**src/rtl/debounce_sync.sv**
```systemverilog
// debounce_sync: two-flop synchronizer plus four-state qualifier for a bouncing level input
module debounce_sync #(
   parameter int STABLE = 4
) (
   input  logic clk,
   input  logic rst,
   input  logic din,
   output logic q,
   output logic nq,
   output logic rise,
   output logic fall,
   output logic busy
);
   typedef enum logic [1:0] {IDLE_LOW, WAIT_HIGH, IDLE_HIGH, WAIT_LOW} state_t;
   localparam logic [15:0] LAST = 16'(STABLE - 1);
   state_t      state, state_nx;
   logic        s1, s2;
   logic [15:0] cnt, cnt_nx;
   logic        q_nx, rise_nx, fall_nx;
   // synchronizer and qualifier registers, all on the falling edge
   always_ff @(negedge clk or negedge rst) begin
      if (!rst) begin
         s1    <= 1'b0;
         s2    <= 1'b0;
         state <= IDLE_LOW;
         cnt   <= 16'd0;
         q     <= 1'b0;
         rise  <= 1'b0;
         fall  <= 1'b0;
      end else begin
         s1    <= din;
         s2    <= s1;
         state <= state_nx;
         cnt   <= cnt_nx;
         q     <= q_nx;
         rise  <= rise_nx;
         fall  <= fall_nx;
      end
   end
   // next state: a candidate level must hold for STABLE more samples to be accepted
   always_comb begin
      state_nx = state;
      cnt_nx   = cnt;
      q_nx     = q;
      rise_nx  = 1'b0;
      fall_nx  = 1'b0;
      case (state)
         IDLE_LOW: if (s2) begin
            state_nx = WAIT_HIGH;
            cnt_nx   = 16'd0;
         end
         WAIT_HIGH: if (!s2) begin
            state_nx = IDLE_LOW;
            cnt_nx   = 16'd0;
         end else if (cnt == LAST) begin
            state_nx = IDLE_HIGH;
            cnt_nx   = 16'd0;
            q_nx     = 1'b1;
            rise_nx  = 1'b1;
         end else cnt_nx = cnt + 16'd1;
         IDLE_HIGH: if (!s2) begin
            state_nx = WAIT_LOW;
            cnt_nx   = 16'd0;
         end
         WAIT_LOW: if (s2) begin
            state_nx = IDLE_HIGH;
            cnt_nx   = 16'd0;
         end else if (cnt == LAST) begin
            state_nx = IDLE_LOW;
            cnt_nx   = 16'd0;
            q_nx     = 1'b0;
            fall_nx  = 1'b1;
         end else cnt_nx = cnt + 16'd1;
         default: state_nx = IDLE_LOW;
      endcase
   end
   assign busy = (state == WAIT_HIGH) || (state == WAIT_LOW);
   assign nq   = ~q;
endmodule

```
**config.mk**
```make
export PLATFORM = sky130hd
export DESIGN_NAME = debounce_sync
export DESIGN_NICKNAME = d
export VERILOG_FILES = /design/src/rtl/debounce_sync.sv
export SDC_FILE = /design/constraint.sdc
export NUM_CORES = 1
export LEC_CHECK = 0
export CAP_MARGIN = 10
export CORE_MARGIN = 4
export CORE_UTILIZATION = 52
export CTS_CLUSTER_DIAMETER = 50
export DETAILED_ROUTE_END_ITERATION = 16
export GPL_ROUTABILITY_DRIVEN = 0
export PLACE_DENSITY = 0.74
export SETUP_SLACK_MARGIN = 0.2
export SLEW_MARGIN = 20
export SYNTH_ARGS = -nofsm -noshare
export SYNTH_HDL_FRONTEND = slang
export SYNTH_SLANG_ARGS = --single-unit
```
**constraint.sdc**
```tcl
create_clock -name clk -period 1.8 [get_ports clk]
set_clock_uncertainty 0.1 [all_clocks]
set_input_delay 0.18 -clock clk [delete_from_list [all_inputs] [get_ports clk]]
set_output_delay 0.18 -clock clk [all_outputs]
set_load 0.005 [all_outputs]
```
==> flow_metrics.py <==
metrics = {
    "status": {
        "status": "finished, violations left",
        "violations": "setup timing",
    },
    "timing": {
        "slew_viol_final": 0,
        "setup_ws_ps": -345,
        "max_slew_margin_pct": 46.3,
        "rsz0062_at_grt": "yes",
        "tightest_slew_ps": 803,
        "finalHoldViolCount": 0,
        "setup_viol": 24,
    },
    "drt": {
        "vias_per_cell": 7.54,
        "ant_nets": 0,
        "via_count": 1539,
        "drt-total-wl_mm": 5.52,
        "drc": 0,
        "drt-initial-drc-count": 191,
        "avgRoutedWirePerCell_um": 27.0,
        "firstDrtPassIters": 5,
    },
    "floorplan": {
        "core.rowCount": 17,
        "die_w_um": 58.0,
        "start_util_pct": 56.5,
        "io_pins": 8,
        "die_h_um": 58.0,
        "dieArea_mm2": 0.00336,
        "core_mm2": 0.00230,
    },
    "worst_setup_path": {
        "critPathCaptureType": "primary output",
        "path_buf_inv": 2,
        "r2r_cells": 8,
        "worstPathArrival_ps": 1860,
        "max_stage_delay_ps": 460,
        "crit_cells": 2,
        "start_kind": "flop",
        "path_cells": "buf_6, buf_6",
        "worstSetupPathType": "flop to primary output",
        "crit_path_max_fanout": 2,
        "crit_slowest_cell": "dfrtn_1",
        "cp.required_ps": 1520,
        "cp_top_family": "flip-flops",
        "cpMostUsedCell": "buf_6",
    },
    "synthesis": {
        "post_synth.cell_area_avg_um2": 9.84,
        "async_flop_share_pct": 100,
        "ys_seq_elements": 23,
        "syn_inst": 132,
        "yosys-top-cells-area": "dfrtn_1 (44%), a31oi_1 (9.6%), nand3_1 (3.9%)",
        "syn_area_mm2": 0.00130,
        "synth.most_common_cell": "dfrtn_1",
        "syn-num-nets": 136,
        "synth_area_leader_cell": "dfrtn_1",
        "synth_edf_count": 0,
        "ys_top_cells_by_count": "dfrtn_1 (23), a31oi_1 (20), nand3_1 (10)",
        "synth.distinct_cells": 38,
        "yosysTopAreaCellShare_pct": 44.3,
        "ys_seq_area_share_pct": 44.3,
        "dominantRegCellSynth": "dfrtn_1",
        "yosysWarnings": 0,
    },
    "power": {
        "peakVddDrop_uv": 1310,
        "powerDensity_mw_per_mm2": 1040,
        "leakagePower_nw": 0.860,
    },
    "grt": {
        "grt_pass1_wl_mm": 6.73,
        "first_global_vias": 1418,
        "grt_overflow": 0,
        "grtUsageTotal_pct": 25.5,
        "grt_max_degree": 30,
        "antenna_found_initial": 0,
    },
    "cells_and_area": {
        "design_area_mm2": 0.00211,
        "drive_gt1_share_pct": 50.6,
        "fin_cells": 204,
        "nNetsFinal": 181,
        "area_growth_pct": 62.5,
        "antenna_cells": 0,
    },
    "placed_design": {
        "dp_hpwl_mm": 2.18,
        "post_dp_cell_area_mm2": 0.00155,
        "dpl.cell_count": 180,
        "portBuffers": 7,
    },
    "clock_tree": {
        "htree_levels": 1,
        "holdBufCountCts": 0,
        "clock_path_buffers": 2,
        "cts_tree": "built",
        "insertion_delay_ps": 320,
        "clk_pin_slew_worst_paths_ps": 100,
        "root_buffer": "clkbuf_4",
        "cts_made_buffers": 3,
        "cts_num_sinks": 23,
    },
    "min_path": {
        "whs_path_depth": 0,
        "min_path_type": "flop to flop",
    },
    "job": {
        "max-cap-violations": 0,
    },
}
==> final timing paths <==
kind,slack (ps),from,end
max,-340,q,q
min,200,s1,s2
max reg2reg,-260,cnt[0],q
min reg2reg,200,s1,s2
max in group asynchronous,530,rst,cnt[2]
min in group asynchronous,880,rst,cnt[12]
==> cell usage in the layout (no fill, tap or decap), types with 2 or more instances in the layout <==
cell type and count:
o211ai_2 3, dfrtn_1 23, nor4_4 4, inv_1 7, nand3_2 2, nor3_1 4, buf_2 4, clkdlybuf4s50_1 2
nand3b_1 2, buf_4 27, or4_4 3, nand4_1 3, and2_1 2, buf_8 4, nand3_1 9, buf_6 7
nor4b_4 2, a41oi_2 5, a31oi_4 7, buf_12 3, nand2_4 2, clkbuf_4 3, nand2_1 4, buf_16 2
nor2_1 4, or3_1 3, nand2b_1 2, a31oi_1 13, and3_1 2
==> where the power goes <==
group          total, mW  leakage, nW  internal, mW  switching (mW)
Sequential         0.668        0.310         0.578          0.0895
Clock              0.268       0.0150        0.0869           0.181
Combinational       1.27        0.535         0.572           0.694
==> final cells by class <==
cell class	count	area, µm²
sequential	23	576
fill	78	186
tap	28	35.0
clock buffer	4	26.3
multi-input combinational	93	951
timing repair buffer	49	497
inverter	7	26.3
==> state kept, by name, indices dropped and copies added (netlist names), named ones only <==
name   flops
rise       1
fall       1
state      1
cnt       16
q          1
s2         1
s1         1
==> metal layers <==
layer,track usage [%],routed length [µm]
met1,31.4,2010
met2,44.0,2640
met3,3.56,548
met4,11.3,326
met5,0,0
==> what timing repair did <==
item                                    4_1_cts  5_1_grt
hold endpoints to repair                      0        0
endpoints found under the setup margin       25       26
cloned                                        4        0
gates resized for setup                      52       28
pin swaps                                    18        9
setup buffers                                10        6
==> cells by family (layout without fill, tap and decap cells) <==
family / Yosys count / after routing / share of synthesized area, %
simple gates: 53 / 53 / 26.3
xor+xnor: 1 / 1 / 0.674
mux: 2 / 2 / 1.64
fa+ha+maj: 1 / 1 / 0.963
buf+inv: 16 / 60 / 5.97
flops: 23 / 23 / 44.3
compound gates: 36 / 36 / 20.1
==> metrics by stage <==
stage | setup slack, ps | hold slack, ps | TNS [ps] | utilization [%] | total power, mW
detailed placement | -299 | 197 | -1450 | 67.4 | 1.36
global route | -368 | 208 | -5980 | 91.9 | 2.29
CTS | -295 | 198 | -1510 | 80.0 | 1.81
finish | -345 | 197 | -4460 | 91.9 | 2.20
floorplan | -84.6 | 192 | -337 | - | 1.12
global placement | -287 | 194 | -1270 | 67.4 | 1.33
(Power assumes the default switching activity.)
